**src/rtl/count_seq_ctrl_pkg.sv**
```systemverilog
// count_seq_ctrl_pkg
//   Shared definitions for the counter run controller: FSM state encoding,
//   mode constants and a small state-decoding helper.
//   No ports (package).
package count_seq_ctrl_pkg;

  // FSM state encoding (3-bit, kept as plain constants for legacy tools)
  localparam logic [2:0] ST_IDLE  = 3'd0;
  localparam logic [2:0] ST_LOAD  = 3'd1;
  localparam logic [2:0] ST_RUN   = 3'd2;
  localparam logic [2:0] ST_PAUSE = 3'd3;
  localparam logic [2:0] ST_DONE  = 3'd4;

  // Run modes latched in LOAD
  localparam logic MODE_ONESHOT = 1'b0;
  localparam logic MODE_FREERUN = 1'b1;

  // A sequence is in progress in every state except IDLE
  function automatic logic state_is_busy(input logic [2:0] st);
    return (st != ST_IDLE);
  endfunction

endpackage

```
**src/rtl/count_seq_ctrl_ctr_core.sv**
```systemverilog
// ctr_core
//   DIGITS-bit counter register with asynchronous clear, synchronous load
//   (load has priority over enable) and an enable that steps the count by
//   one, modulo 2**DIGITS.
//   Optional feature macro: COUNT_SEQ_DOWN_EN adds a direction input.
// Ports
//   clock    in   rising-edge clock
//   reset_n  in   asynchronous active-low clear
//   load     in   load load_val this cycle
//   load_val in   value to load
//   enable   in   step the count this cycle
//   down     in   (COUNT_SEQ_DOWN_EN only) 1 = step down, 0 = step up
//   count    out  registered count
module ctr_core #(
  parameter int DIGITS = 3
) (
  input  logic              clock,
  input  logic              reset_n,
  input  logic              load,
  input  logic [DIGITS-1:0] load_val,
  input  logic              enable,
`ifdef COUNT_SEQ_DOWN_EN
  input  logic              down,
`endif
  output logic [DIGITS-1:0] count
);

  localparam logic [DIGITS-1:0] ONE = DIGITS'(1);

  logic [DIGITS-1:0] count_d;
  logic [DIGITS-1:0] count_q;

  // Next count: load wins over step; arithmetic wraps naturally at DIGITS bits
  always_comb begin
    count_d = count_q;
    if (load) begin
      count_d = load_val;
    end else if (enable) begin
`ifdef COUNT_SEQ_DOWN_EN
      if (down) begin
        count_d = count_q - ONE;
      end else begin
        count_d = count_q + ONE;
      end
`else
      count_d = count_q + ONE;
`endif
    end else begin
      count_d = count_q;
    end
  end

  // Count register with asynchronous clear
  always_ff @(posedge clock or negedge reset_n) begin
    if (!reset_n) begin
      count_q <= '0;
    end else begin
      count_q <= count_d;
    end
  end

  assign count = count_q;

endmodule

```
**src/rtl/count_seq_ctrl.sv**
```systemverilog
// count_seq_ctrl
//   Run controller for a DIGITS-bit counter: sequences load, run, pause,
//   terminal count and restart, and emits registered status pulses.
//   Optional feature macro: COUNT_SEQ_DOWN_EN adds the 'down' input, latched
//   in LOAD, which makes RUN count downwards.
// Ports
//   clock    in   rising-edge clock
//   reset_n  in   asynchronous active-low reset
//   start    in   IDLE: begin a sequence; PAUSE: resume
//   halt     in   RUN: pause counting
//   abort    in   synchronous return to IDLE from any state (count cleared)
//   mode     in   0 one-shot, 1 free-run (latched in LOAD)
//   load_val in   start value (latched in LOAD)
//   limit    in   terminal value (latched in LOAD)
//   down     in   (COUNT_SEQ_DOWN_EN only) count direction (latched in LOAD)
//   count    out  current count
//   busy     out  high in LOAD, RUN, PAUSE, DONE
//   done     out  one-cycle pulse on one-shot completion
//   wrap     out  one-cycle pulse on a free-run reload
module count_seq_ctrl
  import count_seq_ctrl_pkg::*;
#(
  parameter int DIGITS = 3
) (
  input  logic              clock,
  input  logic              reset_n,
  input  logic              start,
  input  logic              halt,
  input  logic              abort,
  input  logic              mode,
  input  logic [DIGITS-1:0] load_val,
  input  logic [DIGITS-1:0] limit,
`ifdef COUNT_SEQ_DOWN_EN
  input  logic              down,
`endif
  output logic [DIGITS-1:0] count,
  output logic              busy,
  output logic              done,
  output logic              wrap
);

  logic [2:0]        state_d, state_q;
  logic              mode_d, mode_q;
  logic [DIGITS-1:0] limit_d, limit_q;
  logic [DIGITS-1:0] load_val_d, load_val_q;
  logic              busy_d, busy_q;
  logic              done_d, done_q;
  logic              wrap_d, wrap_q;
`ifdef COUNT_SEQ_DOWN_EN
  logic              down_d, down_q;
`endif

  logic              core_load;
  logic [DIGITS-1:0] core_val;
  logic              core_en;
  logic              terminal;

  // Terminal test uses the count as it stands, before any step this cycle
  assign terminal = (count == limit_q);

  // FSM next state, counter commands, pulse generation and input latching
  always_comb begin
    state_d    = state_q;
    mode_d     = mode_q;
    limit_d    = limit_q;
    load_val_d = load_val_q;
`ifdef COUNT_SEQ_DOWN_EN
    down_d     = down_q;
`endif
    done_d     = 1'b0;
    wrap_d     = 1'b0;
    core_load  = 1'b0;
    core_val   = '0;
    core_en    = 1'b0;
    if (abort) begin
      // Highest priority: clear the count via a load of zero; pulses dropped
      state_d   = ST_IDLE;
      core_load = 1'b1;
      core_val  = '0;
    end else begin
      case (state_q)
        ST_IDLE: begin
          if (start) begin
            state_d = ST_LOAD;
          end else begin
            state_d = ST_IDLE;
          end
        end
        ST_LOAD: begin
          core_load  = 1'b1;
          core_val   = load_val;
          mode_d     = mode;
          limit_d    = limit;
          load_val_d = load_val;
`ifdef COUNT_SEQ_DOWN_EN
          down_d     = down;
`endif
          state_d    = ST_RUN;
        end
        ST_RUN: begin
          if (halt) begin
            // Pause wins over the terminal action, which is simply deferred
            state_d = ST_PAUSE;
          end else if (terminal) begin
            if (mode_q == MODE_ONESHOT) begin
              state_d = ST_DONE;
              done_d  = 1'b1;
            end else begin
              core_load = 1'b1;
              core_val  = load_val_q;
              wrap_d    = 1'b1;
            end
          end else begin
            core_en = 1'b1;
          end
        end
        ST_PAUSE: begin
          if (start) begin
            state_d = ST_RUN;
          end else begin
            state_d = ST_PAUSE;
          end
        end
        ST_DONE: begin
          state_d = ST_IDLE;
        end
        default: begin
          // Unreachable encodings recover to a clean IDLE
          state_d   = ST_IDLE;
          core_load = 1'b1;
          core_val  = '0;
        end
      endcase
    end
    busy_d = state_is_busy(state_d);
  end

  // State, latched configuration and registered status outputs
  always_ff @(posedge clock or negedge reset_n) begin
    if (!reset_n) begin
      state_q    <= ST_IDLE;
      mode_q     <= 1'b0;
      limit_q    <= '0;
      load_val_q <= '0;
`ifdef COUNT_SEQ_DOWN_EN
      down_q     <= 1'b0;
`endif
      busy_q     <= 1'b0;
      done_q     <= 1'b0;
      wrap_q     <= 1'b0;
    end else begin
      state_q    <= state_d;
      mode_q     <= mode_d;
      limit_q    <= limit_d;
      load_val_q <= load_val_d;
`ifdef COUNT_SEQ_DOWN_EN
      down_q     <= down_d;
`endif
      busy_q     <= busy_d;
      done_q     <= done_d;
      wrap_q     <= wrap_d;
    end
  end

  ctr_core #(
    .DIGITS(DIGITS)
  ) u_core (
    .clock   (clock),
    .reset_n (reset_n),
    .load    (core_load),
    .load_val(core_val),
    .enable  (core_en),
`ifdef COUNT_SEQ_DOWN_EN
    .down    (down_q),
`endif
    .count   (count)
  );

  assign busy = busy_q;
  assign done = done_q;
  assign wrap = wrap_q;

endmodule

```
**config.mk**
```make
export PLATFORM = sky130hd
export DESIGN_NAME = count_seq_ctrl
export DESIGN_NICKNAME = d
export VERILOG_FILES = /design/src/rtl/count_seq_ctrl_pkg.sv /design/src/rtl/count_seq_ctrl_ctr_core.sv /design/src/rtl/count_seq_ctrl.sv
export SDC_FILE = /design/constraint.sdc
export NUM_CORES = 1
export LEC_CHECK = 0
export CORE_UTILIZATION = 47
export CTS_CLUSTER_DIAMETER = 40
export DETAILED_ROUTE_END_ITERATION = 10
export PLACE_DENSITY = 0.76
export SETUP_SLACK_MARGIN = 0.05
export SLEW_MARGIN = 10
export SYNTH_ARGS = -nofsm -noshare
export SYNTH_HDL_FRONTEND = slang
export SYNTH_HIERARCHICAL = 1
export SYNTH_SLANG_ARGS = --single-unit
```
**constraint.sdc**
```tcl
create_clock -name clock -period 2.7 [get_ports clock]
set_clock_uncertainty 0.2 [all_clocks]
set_input_delay 0.405 -clock clock [delete_from_list [all_inputs] [get_ports clock]]
set_output_delay 0.405 -clock clock [all_outputs]
set_load 0.01 [all_outputs]
```
## Yosys cells after proc, flatten, opt, wreduce, memory -nomap -nowiden

Index checks and enable logic that the tools add are counted.

| storage, ports and cells | value |
|---|---|
| register bits after elaboration | 16 |
| bits in latches | 0 |
| RAM bits | 0 |
| ROM bits | 0 |
| bits of input ports | 12 |
| output and inout port bits | 6 |
| memories | 0 |

| operators by class | value |
|---|---|
| $add $sub $neg | 1 |
| multiply operators | 0 |
| div/mod/pow operators | 0 |
| order comparisons | 0 |
| eq/ne operators | 5 |
| shift-type cells | 0 |
| mux-type cells | 30 |
| bitwise logic cells | 1 |
| reduce and logical (&&, ||, !) cells | 5 |

Operator list:

| kind | count |
|---|---|
| $mux 3 | 10 |
| $mux 1 | 17 |
| $pmux 3 s4 | 1 |
| $eq 3x2->1 const B | 2 |
| $pmux 3 s2 | 1 |
| $add 3x1->3 const B | 1 |
| $eq 3x1->1 const B | 1 |
| $eq 3x3->1 | 1 |
| $eq 3x3->1 const B | 1 |
| $logic_not 3->1 | 1 |
| $reduce_bool 3->1 | 1 |
| $reduce_or 3->1 | 1 |
| $pmux 1 s2 | 1 |
| $reduce_and 2->1 | 1 |
| $reduce_bool 2->1 | 1 |
| $not 1->1 | 1 |

## Longest topological paths before layout

| depth | value |
|---|---|
| depth after elaboration | 7 |
| depth in mapped cells | 6 |
| mapped depth without buffers | 5 |

## Hierarchy

The synthesis kept the hierarchy.

Modules (own cells, without submodules):

| module | times used | cells an instance | area an instance (µm²) | sequential area each (µm²) |
|---|---|---|---|---|
| count_seq_ctrl | 1 | 56 | 635.6 | 325.3 |
| ctr_core | 1 | 14 | 153.9 | 75.1 |

## Worst setup path after synthesis

No wires, ideal clock.

| path | value |
|---|---|
| path type | reg2reg |
| start | register u_core.count_q[1], in the netlist u_core/count[1] |
| end | register u_core.count_q[2], in the netlist u_core/count[2] |
| arrival time | 2.078 ns |
| slack | 0.296 ns |
| stages on the path, launching flop included | 7 |
| period minus slack after synthesis | 2.404 ns |
| path through | dfrtp_1 -> xor2_1 -> or4b_1 -> buf_2 -> o21ai_0 -> nor2b_1 -> a221o_1 |

| on the way | value |
|---|---|
| cells in the longest elaborated chain, start to end | 6 |
| elaborated cells between the ends (all ways) | 17 |

RTL lines:

| what | line | source |
|---|---|---|
| start: declaration | count_seq_ctrl_ctr_core.sv:31 | `logic [DIGITS-1:0] count_q;` |
| start signal: assignment | count_seq_ctrl_ctr_core.sv:58 | `count_q <= count_d;` |
| $eq 3x3->1 (*) | count_seq_ctrl.sv:59 | `assign terminal = (count == limit_q);` |
| $mux 1 (*) | count_seq_ctrl.sv:104 | `end else if (terminal) begin` |
| $mux 1 (*) | count_seq_ctrl.sv:101 | `if (halt) begin` |
| $pmux 1 s2 (*) | count_seq_ctrl.sv:81 | `case (state_q)` |
| $mux 1 (*) | count_seq_ctrl.sv:75 | `if (abort) begin` |
| net core_load | count_seq_ctrl.sv:53 | `logic core_load;` |
| $mux 3 or $reduce_bool 2->1 (tied branches) | -- |  |

Mark *: on every way through the listed nets, which the timed path passes. The rest lies on a longest branch. The select of a mux whose other input is x is not followed.
A chain may end at the register's enable or synchronous reset.

## Final worst setup path

| path | value |
|---|---|
| start | input port halt |
| end | register u_core.count_q[2], in the netlist u_core/count[2] |

| on the way | value |
|---|---|
| cells in the longest elaborated chain, start to end | 4 |
| elaborated cells between the ends (all ways) | 11 |

RTL lines:

| what | line | source |
|---|---|---|
| start: declaration | count_seq_ctrl.sv:28 | `input logic halt,` |
| $mux 1 (*) | count_seq_ctrl.sv:101 |  |
| $pmux 1 s2 (*) | count_seq_ctrl.sv:81 |  |
| $mux 1 (*) | count_seq_ctrl.sv:75 |  |
| net core_load | count_seq_ctrl.sv:53 |  |
| $mux 3 or $reduce_bool 2->1 (tied branches) | -- |  |

Mark *: on every way through the listed nets, which the timed path passes. The rest lies on a longest branch.

==> results_tabular.tex <==
\begin{tabular}{lr}
\hline
Metric & Value \\
\hline
\multicolumn{2}{l}{\textbf{Global route}} \\
\quad Wire length of the first global-routing pass & 2680 um \\
\quad Largest net degree at the start of global routing & 17 \\
\quad Vias in the first global route & 594 \\
\quad Initial antenna violation count & 0 \\
\quad GRT Residual Overflow & 0 \\
\quad Overall routing resource usage & 0.196 \\
\multicolumn{2}{l}{\textbf{CTS}} \\
\quad Cts-stage hold buffer count & 0 \\
\quad Total of cells resized after clock tree synthesis & 0 \\
\quad Number of buffers inserted to repair setup after CTS & 0 \\
\quad Max Buffers Root-to-Sink & 2 \\
\quad TritonCTS clock tree & done \\
\quad Clock insertion delay at the later pin of the skew report & 0.29 ns \\
\quad Number of H-tree levels & 1 \\
\quad Clock buffer count from CTS & 3 \\
\quad Clock slew at reported path FFs & 0.10 ns \\
\quad Clock sink total & 16 \\
\quad CTS root buffer & clkbuf\_4 \\
\multicolumn{2}{l}{\textbf{Detailed routing}} \\
\quad Remaining number of nets flagged by the antenna check after routing & 0 \\
\quad Remaining design rule violation count & 0 \\
\quad Detailed-routed wire length on met2 & 741 um \\
\quad Detailed-route via count & 603 \\
\quad Met1 Routed Length & 721 um \\
\quad Routed wire length per instance & 14.1 um \\
\quad Vias per cell & 5.58 \\
\quad Number of optimization iterations in the first detailed-route pass & 3 \\
\quad Met3 wire length & 59 um \\
\quad Initial drt markers & 5 \\
\quad Highest Signal Layer & met4 \\
\quad Routed wire length & 1530 um \\
\multicolumn{2}{l}{\textbf{Setup path}} \\
\quad Buffers \& Inverters on Critical Path & 1 \\
\quad Critical Path Sink Type & flop \\
\quad Endpoint of the most critical register-to-register path & u\_core/count[2]\$\_DFFE\_PN0P\_ \\
\quad CP cell instances & clkdlybuf4s50\_1 > nor3b\_2 > or4b\_1 > o21ai\_0 > nor2b\_1 > a221o\_1 \\
\quad Slowest Stage Delay on Critical Path & 0.48 ns \\
\quad Slack of the worst reg-to-reg path & 0.37 ns \\
\quad Number of cells traversed by the worst register-to-register path & 5 \\
\quad Reg-to-reg startpoint & state\_q[1]\$\_DFF\_PN0\_ \\
\quad Crit Path Category & in2reg \\
\quad CP arrival & 2.40 ns \\
\quad Top Family by Delay on Critical Path & simple AND/OR/NAND/NOR gates \\
\quad Biggest fanout along the worst timing path & 4 \\
\quad Critical path startpoint category & primary input \\
\quad Worst path slowest cell & or4b\_1 \\
\quad Worst Path Required & 2.68 ns \\
\multicolumn{2}{l}{\textbf{Timing}} \\
\quad Fmax & 413 MHz \\
\quad Final critical-path share of the clock period & 0.896 \\
\quad Max-slew violation count & 0 \\
\quad Hold Fails Final Rpt & 0 \\
\quad Unrepaired setup endpoints after global routing & no \\
\quad Rel. slew slack & 0.524 \\
\quad Setup TNS & 0 ns \\
\quad Final setup fails & 0 \\
\quad Final critical path time including I/O delays and setup & 2.42 ns \\
\quad Worst Max-Slew Pin Slew & 0.711 ns \\
\multicolumn{2}{l}{\textbf{Run status}} \\
\quad Status & finished clean \\
\multicolumn{2}{l}{\textbf{Final layout}} \\
\quad Fin cells & 108 \\
\quad Ratio of cells with drive above 1 in the final layout & 0.185 \\
\quad Syn-to-layout area delta & 30.7\% \\
\quad Sequential cell area in the final layout & 400 um\^{}2 \\
\quad Highest-count cells in the layout ignoring fill and taps & 17 x clkdlybuf4s50\_1, 16 x dfrtp\_1, 7 x nand2\_1, 7 x o21ai\_0 \\
\quad Final \#Nets & 106 \\
\quad Filler instances & 132 \\
\quad Leading cell type in the layout, fill and taps excluded & clkdlybuf4s50\_1 \\
\quad Ant. Diodes & 0 \\
\quad Area of combinational cells with multiple inputs & 360 um\^{}2 \\
\multicolumn{2}{l}{\textbf{Place}} \\
\quad Number of input and output port buffers inserted & 17 \\
\quad RD Place Congestion & 0.780 \\
\quad Post-placement cell count & 104 \\
\quad HPWL after detailed placement & 1090 um \\
\multicolumn{2}{l}{\textbf{Floorplan}} \\
\quad Die Y & 43.0 um \\
\quad Core area & 1540 um\^{}2 \\
\quad IO Pins & 18 \\
\quad Die extent in x & 43.0 um \\
\quad Full die area & 1850 um\^{}2 \\
\quad Starting Density & 0.512 \\
\quad Row count & 14 \\
\multicolumn{2}{l}{\textbf{Pwr}} \\
\quad Total power & 651 uW \\
\quad Max VDD drop & 0.000422 V \\
\quad Power per cell area & 631 nW/um\^{}2 \\
\quad Leakage power of the design & 0.448 nW \\
\multicolumn{2}{l}{\textbf{Hold path}} \\
\quad Class of the tightest hold or removal check & in2async \\
\multicolumn{2}{l}{\textbf{Synthesis}} \\
\quad Synthesized net count & 83 \\
\quad Yosys warnings & 6 \\
\quad Count of unique library cells instantiated by Yosys & 25 \\
\quad Sequential-to-total area share from yosys stat & 0.507 \\
\quad Number of register bits inferred by synthesis & 16 \\
\quad Average instance area after synthesis & 11.3 um\^{}2 \\
\quad Post-Synthesis Cell Area & 790 um\^{}2 \\
\quad Synthesized netlist cell count & 70 \\
\multicolumn{2}{l}{\textbf{Job}} \\
\quad Max capacitance violation total & 0 \\
\hline
\end{tabular}
flip-flops by register name, indices dropped and copies added (netlist names):
register / flops
state_q: 3
limit_q: 3
load_val_q: 3
u_core/count: 3
done: 1
wrap: 1
mode_q: 1
busy: 1
layer usage:
metal / track usage / vias to the layer above
li1: - / 301
met3: 0.0383 / 2
met4: 0.0727 / 0
met5: 0 / -
met2: 0.327 / 16
met1: 0.251 / 284
layout make-up:
type / instances / share of cell area
Clock buffer: 4 / 0.0352
Sequential cell: 16 / 0.388
Multi-Input combinational cell: 47 / 0.349
Timing Repair Buffer: 21 / 0.194
Tap cell: 16 / 0.0194
Inverter: 4 / 0.0145
cell usage after synthesis, drive strengths merged:
master	instances	area, um^2
nand2b	1	6.26
a21oi	2	10.0
clkbuf	1	3.75
a221o	1	10.0
nor3	3	15.0
nor4bb	1	10.0
xor2	3	26.3
mux2i	2	20.0
inv	4	15.0
buf	2	10.0
or4b	1	10.0
nor4b	1	15.0
nor2b	1	6.26
o21a	1	7.51
nor4	3	18.8
mux2	4	45.0
nand2	7	26.3
xnor2	1	8.76
ha	1	12.5
o31a	1	8.76
nor3b	1	12.5
o41ai	3	48.8
o21ai	7	35.0
dfrtp	16	400
nor2	2	7.51
how the worst max path moves through the flow:
stage                                startpoint                     endpoint  slack [ns]  cells after the start
finish                                     halt  u_core/count[2]$_DFFE_PN0P_        0.28                      6
floorplan           u_core/count[1]$_DFFE_PN0P_  u_core/count[2]$_DFFE_PN0P_        0.30                      6
detailed placement                         halt  u_core/count[2]$_DFFE_PN0P_        0.01                      6
global route                               halt  u_core/count[2]$_DFFE_PN0P_        0.23                      6
CTS                                        halt  u_core/count[2]$_DFFE_PN0P_        0.29                      6
global placement                           halt  u_core/count[2]$_DFFE_PN0P_        0.09                      6
logic make-up (layout without fill, tap and decap cells):
| family | Yosys count | count (layout) | synth area share |
|---|---|---|---|
| AO/OA/AOI/OAI | 15 | 15 | 0.152 |
| XOR/XNOR | 4 | 4 | 0.0444 |
| adder cells (fa/ha/maj) | 1 | 1 | 0.0158 |
| buffers and inverters | 7 | 29 | 0.0364 |
| flip-flops | 16 | 16 | 0.507 |
| multiplexers | 6 | 6 | 0.0824 |
| AND/OR/NAND/NOR | 21 | 21 | 0.162 |
stage by stage:
step	util	instance area [um^2]	hold WS, ns	worst slack, ns
2_1_floorplan	-	790	-0.0906	0.296
3_3_place_gp	0.646	996	0.312	0.0872
3_5_place_dp	0.646	996	0.318	0.0138
4_1_cts	0.670	1030	0.341	0.290
5_1_grt	0.670	1030	0.361	0.227
6_report	0.670	1030	0.335	0.280
worst reg2reg max path: stages, from the launching register on:
cell and delay, ns:
dfrtp_1 0.46, nor3b_2 0.29, or4b_1 0.48, o21ai_0 0.39, nor2b_1 0.09, a221o_1 0.32
power by group:
group	leakage (nW)	switching, mW	internal, mW
Combinational	0.221	0.0809	0.0828
Sequential	0.206	0.0375	0.290
Clock	0.0210	0.0776	0.0821
(Power assumes the default switching activity.)
==> edit 1, RTL diff (same flow settings) <==
`DIGITS` is set to 3 in 2 places; all go to 2.
--- a/src/rtl/count_seq_ctrl_ctr_core.sv
+++ b/src/rtl/count_seq_ctrl_ctr_core.sv
@@ -14,3 +14,3 @@
 module ctr_core #(
-  parameter int DIGITS = 3
+  parameter int DIGITS = 2
 ) (
--- a/src/rtl/count_seq_ctrl.sv
+++ b/src/rtl/count_seq_ctrl.sv
@@ -22,3 +22,3 @@
 #(
-  parameter int DIGITS = 3
+  parameter int DIGITS = 2
 ) (
Interface: changed (resized count, limit and load_val); port bits go from 18 to 15. No check against the original RTL was run, so the function may have changed too.
==> edit 1 against the unedited design <==
Cell area shrank 20%; global-route usage grew 1.0 points; area after synthesis shrank 19%; register-to-register slack gained 0.38 ns; worst setup slack gained 0.41 ns; worst hold slack lost 0.052 ns; synthesized cell count shrank 17%; sequential share of layout area grew 0.55 points; count of clock-buffer cells in the layout is the same; largest cell class unchanged; die area shrank 18%; routed wire length shrank 20%; sequential cell count shrank 3; core utilization grew 2.8 points; total power shrank 23%.
==> edit 1: results (changes against the unedited design) <==
Status
  – Status: completed (unchanged)

Logic synthesis
  – Mapped Cells: 58 (was 70)
  – Count of cell types in the netlist: 21 (was 25)
  – Net Count, Synth: 68 (was 83)
  – Register area share after synthesis: 0.506 (was 0.507)
  – Commonest cells in the netlist: dfrtp_1 (13), nand2_1 (6), mux2_2 (5) (was dfrtp_1 (16), nand2_1 (7), o21ai_0 (7))
  – Area contributors post-synth: dfrtp_1 (51%), mux2_2 (8.8%), xnor2_1 (4.1%), nand2_1 (3.5%), nor3b_1 (3.5%) (was dfrtp_1 (51%), o41ai_2 (6.2%), mux2_2 (5.7%), o21ai_0 (4.4%), nand2_1 (3.3%))

Pwr
  – Worst vdd ir: 0.322 mV (was 0.422 mV)
  – Leakage power total: 0.323 nW (was 0.448 nW)

Routing
  – DR pass1 iterations: 4 (was 3)
  – Routed vias/inst: 5.47 (was 5.58)
  – Routed len/inst: 13.5 um (was 14.1 um)
  – Met2 WL post-DR: 576 um (was 741 um)
  – Routed length on met3: 36 um (was 59 um)
  – Iteration-0 DRC count of the detailed router: 17 (was 5)
  – Routed WL: 1.22 mm (was 1.53 mm)
  – WL met1: 592 um (was 721 um)

Clocking
  – Worst-skew pair later-pin latency: 0.27 ns (was 0.29 ns)
  – Clock slew at reported path FFs: 0.08 ns (was 0.10 ns)

Global route
  – Pin count of the biggest net entering global routing: 14 (was 17)
  – First-pass GRT wire length: 2.05 mm (was 2.68 mm)
  – All-Layer GR Usage: 0.206 (was 0.196)
  – Vias in the first global route: 486 (was 594)

Worst setup path
  – Max stage delay on crit path: 0.44 ns (was 0.48 ns)
  – Critical-path top delay cell: clkdlybuf4s50_1 (was or4b_1)
  – Critical Path AT: 1.96 ns (was 2.40 ns)
  – Crit-path max FO: 5 (was 4)

Placed design
  – GPL Wtd Cong: 0.824 (was 0.780)
  – Inst Count DP: 86 (was 104)
  – Port Buffers: 14 (was 17)
  – DP Area: 801 um^2 (was 996 um^2)

Cells and area
  – Nets: 87 (was 106)
  – Share of layout cells above drive strength 1: 0.184 (was 0.185)

STA
  – Slew @ Worst Pin: 0.553 ns (was 0.711 ns)
-- edit 1: cell count changes after synthesis, sizes merged, moves of 3 or more --
| cell | delta |
|---|---|
| xor2 | -3 |
| o21ai | -4 |
| nand3 | +3 |
| o41ai | -3 |
| inv | -4 |
| nor4 | -3 |
| dfrtp | -3 |
-- edit 1: layout make-up --
type	instances	area [um^2]	area share
Clock buffer	4	26.3	0.0318
Multi-Input combinational cell	45	318	0.384
Sequential cell	13	325	0.393
Tap cell	14	17.5	0.0212
Timing Repair Buffer	14	140	0.169
-- edit 1: power breakdown --
part           internal [mW]  leakage [nW]  switching [mW]
Sequential             0.227         0.167          0.0296
Combinational         0.0680         0.140          0.0547
Clock                 0.0572        0.0150          0.0634
Total                  0.353         0.323           0.148
-- edit 1: final timing paths --
check	startpoint	to	slack, ns	cells after the start
setup / recovery	halt	u_core/count[1]	0.69	6
hold / removal	reset_n	state_q[2]	0.28	1
setup reg to reg	u_core/count[0]	u_core/count[1]	0.75	5
hold reg to reg	load_val_q[1]	load_val_q[1]	0.31	1
max in group asynchronous	reset_n	load_val_q[0]	1.65	1
min in group clock	load_val_q[1]	load_val_q[1]	0.31	1
-- edit 1: routing by layer --
layer | global-route usage | vias to the layer above
li1 | - | 249
met1 | 0.278 | 231
met2 | 0.304 | 10
met3 | 0.0347 | 2
met4 | 0.129 | 0
met5 | 0 | -
-- edit 1: cell families (layout without fill, tap and decap cells) --
| logic type | Yosys count | in the layout | share of synthesized area |
|---|---|---|---|
| simple gates | 27 | 27 | 0.268 |
| compound gates | 10 | 10 | 0.0973 |
| xor+xnor | 3 | 3 | 0.0409 |
| flops | 13 | 13 | 0.506 |
| mux | 5 | 5 | 0.0875 |
| buf+inv | 0 | 18 | 0 |
-- edit 1: metrics by stage --
stage          setup WS [ns]  hold slack (ns)  utilization
2_1_floorplan          0.938          -0.0906            -
3_3_place_gp           0.460            0.295        0.675
3_5_place_dp           0.408            0.299        0.675
4_1_cts                0.701            0.318        0.697
5_1_grt                0.619            0.339        0.697
6_report               0.694            0.283        0.697
==> edit 2, RTL diff (same settings) <==
Made on the original files. Make the reset (`reset_n`) synchronous in 2 clocked blocks. Comments in the files are not updated.
--- a/src/rtl/count_seq_ctrl_ctr_core.sv
+++ b/src/rtl/count_seq_ctrl_ctr_core.sv
@@ -53,3 +53,3 @@
   // Count register with asynchronous clear
-  always_ff @(posedge clock or negedge reset_n) begin
+  always_ff @(posedge clock) begin
     if (!reset_n) begin
--- a/src/rtl/count_seq_ctrl.sv
+++ b/src/rtl/count_seq_ctrl.sv
@@ -138,3 +138,3 @@
   // State, latched configuration and registered status outputs
-  always_ff @(posedge clock or negedge reset_n) begin
+  always_ff @(posedge clock) begin
     if (!reset_n) begin
Function: differs if reset_n is asserted again (counterexample within 4 cycles, from zero or initial values and one cycle with reset_n low); with reset_n held inactive, the same outputs for 10 cycles.
==> edit 2 against the unedited design <==
Worst setup slack improved by 0.40 ns; via count rose by 5.6%; die area fell by 2.3%; cell area fell by 3.0%; routed wire length fell by 1.7%; non-clock buffer count fell by 3; area after synthesis fell by 2.4%; sequential cell count did not move; largest cell class is now multi-input combinational cells.
Power is not compared: it rests on default switching activity, and its combinational part moved more than twofold at a synthesized area within 25%.
==> edit 2: results (changes against the unedited design) <==
Routing
  – Iteration-0 DRC count of the detailed router: 8 (was 5)
  – Via count: 637 (was 603)
  – Routed WL: 1.50 mm (was 1.53 mm)
  – Post-route antenna net violation count: 0 (unchanged)
  – Routed len/inst: 12.4 um (was 14.1 um)
  – DR pass1 iterations: 2 (was 3)

Cells and area
  – Share of layout cells above drive strength 1: 0.124 (was 0.185)
  – Layout fillers: 131 (was 132)
  – N_diodes: 0 (unchanged)
  – Nets: 119 (was 106)

Placed design
  – Post-placement setup slack: 0.352 ns (was 0.0138 ns)
  – GPL Wtd Cong: 0.805 (was 0.780)
  – Port Buffers: 17 (unchanged)
  – Post-DP HPWL: 1.10 mm (was 1.09 mm)

Clocking
  – H-tree levels: 1 (unchanged)
  – Setup bufs post-CTS: 0 (unchanged)
  – Worst-skew pair later-pin latency: 0.30 ns
  – CTS resizes: 0 (unchanged)
  – Clock slew at reported path FFs: 0.09 ns
  – TritonCTS buffer count: 3 (unchanged)

Logic synthesis
  – Syn. warnings: 6 (unchanged)
  – Synth Flop Type: dfxtp_1 (was dfrtp_1)
  – Register area share after synthesis: 0.416 (was 0.507)
  – Area contributors post-synth: dfxtp_1 (42%), a21boi_1 (6.8%), nand2_1 (6.8%), xor2_1 (4.5%), a211oi_2 (3.2%) (was dfrtp_1 (51%), o41ai_2 (6.2%), mux2_2 (5.7%), o21ai_0 (4.4%), nand2_1 (3.3%))
  – Count of cell types in the netlist: 29 (was 25)
  – Ys async rst share: 0 (was 1.00)
  – Net Count, Synth: 97 (was 83)
  – Commonest cells in the netlist: dfxtp_1 (16), nand2_1 (14), a21boi_1 (7) (was dfrtp_1 (16), nand2_1 (7), o21ai_0 (7))
  – Synthesized area per cell: 9.18 um^2 (was 11.3 um^2)

Global route
  – Pin count of the biggest net entering global routing: 13 (was 17)
  – All-Layer GR Usage: 0.213 (was 0.196)
  – Vias in the first global route: 599 (was 594)
  – First-pass GRT wire length: 2.66 mm (was 2.68 mm)

Status
  – Status: completed (unchanged)

Pwr
  – Net Sw Frac: 0.243
  – Leakage power total: 0.385 nW

Worst setup path
  – Critical Path AT: 2.02 ns (was 2.40 ns)
  – Crit-path max FO: 5 (was 4)

STA
  – Slew @ Worst Pin: 0.498 ns (was 0.711 ns)

Worst hold path
  – Worst hold path type: register to register (was input port to asynchronous set/reset pin)
## edit 2: worst paths after layout
check	startpoint	end	slack (ns)	cells past startpoint
hold reg to reg	load_val_q[0]	load_val_q[0]	0.26	2
setup reg to reg	state_q[1]	u_core/count[2]	0.77	6
setup / recovery	halt	u_core/count[2]	0.68	7
hold / removal	load_val_q[0]	load_val_q[0]	0.26	2
## edit 2: cells by family after synthesis
group / after synthesis / share of synthesized area
XOR/XNOR: 5 / 0.0568
flip-flops: 16 / 0.416
multiplexers: 2 / 0.0260
AND/OR/NAND/NOR: 38 / 0.289
buffers and inverters: 4 / 0.0195
AO/OA/AOI/OAI: 18 / 0.177
adder cells (fa/ha/maj): 1 / 0.0162
## edit 2: metrics by stage
step | util | area [um^2]
after global routing | 0.657 | 1000
after CTS | 0.657 | 1000
after detailed placement | 0.633 | 965
after floorplan | - | 771
final | 0.657 | 1000
after global placement | 0.633 | 965
## edit 2: power groups by stage
stage / Combinational (mW) / Clock, mW / Sequential, mW
3_3_place_gp: 0.0675 / 0 / 0.255
6_report: 0.0679 / 0.162 / 0.250
5_1_grt: 0.0747 / 0.184 / 0.251
2_1_floorplan: 0.0353 / 0 / 0.256
4_1_cts: 0.0686 / 0.171 / 0.250
3_5_place_dp: 0.0684 / 0 / 0.255
## edit 2: area by class of cell
type                            count  area [um^2]  share of cell area
Sequential cell                    16          320               0.320
Inverter                            3         11.3              0.0113
Clock buffer                        4         36.3              0.0363
Tap cell                           16         20.0              0.0200
Timing Repair Buffer               18          178               0.177
Multi-Input combinational cell     64          435               0.435
## edit 2: layer usage
| layer | part of all wire | vias up | routed length (um) | GRT usage |
|---|---|---|---|---|
| met3 | 0.054 | 6 | 81 | 0.0905 |
| met1 | 0.45 | 279 | 671 | 0.233 |
| met5 | 0 | - | 0 | 0 |
| met4 | 0.041 | 0 | 61 | 0.169 |
| li1 | - | 338 | - | - |
| met2 | 0.46 | 14 | 687 | 0.317 |
## edit 2: critical path, cell delays in order
cell,delay (ns)
clkdlybuf4s50_1,0.41
or3b_4,0.43
nor2_4,0.13
nand3_4,0.11
nand3_1,0.17
inv_1,0.10
o2111a_1,0.25
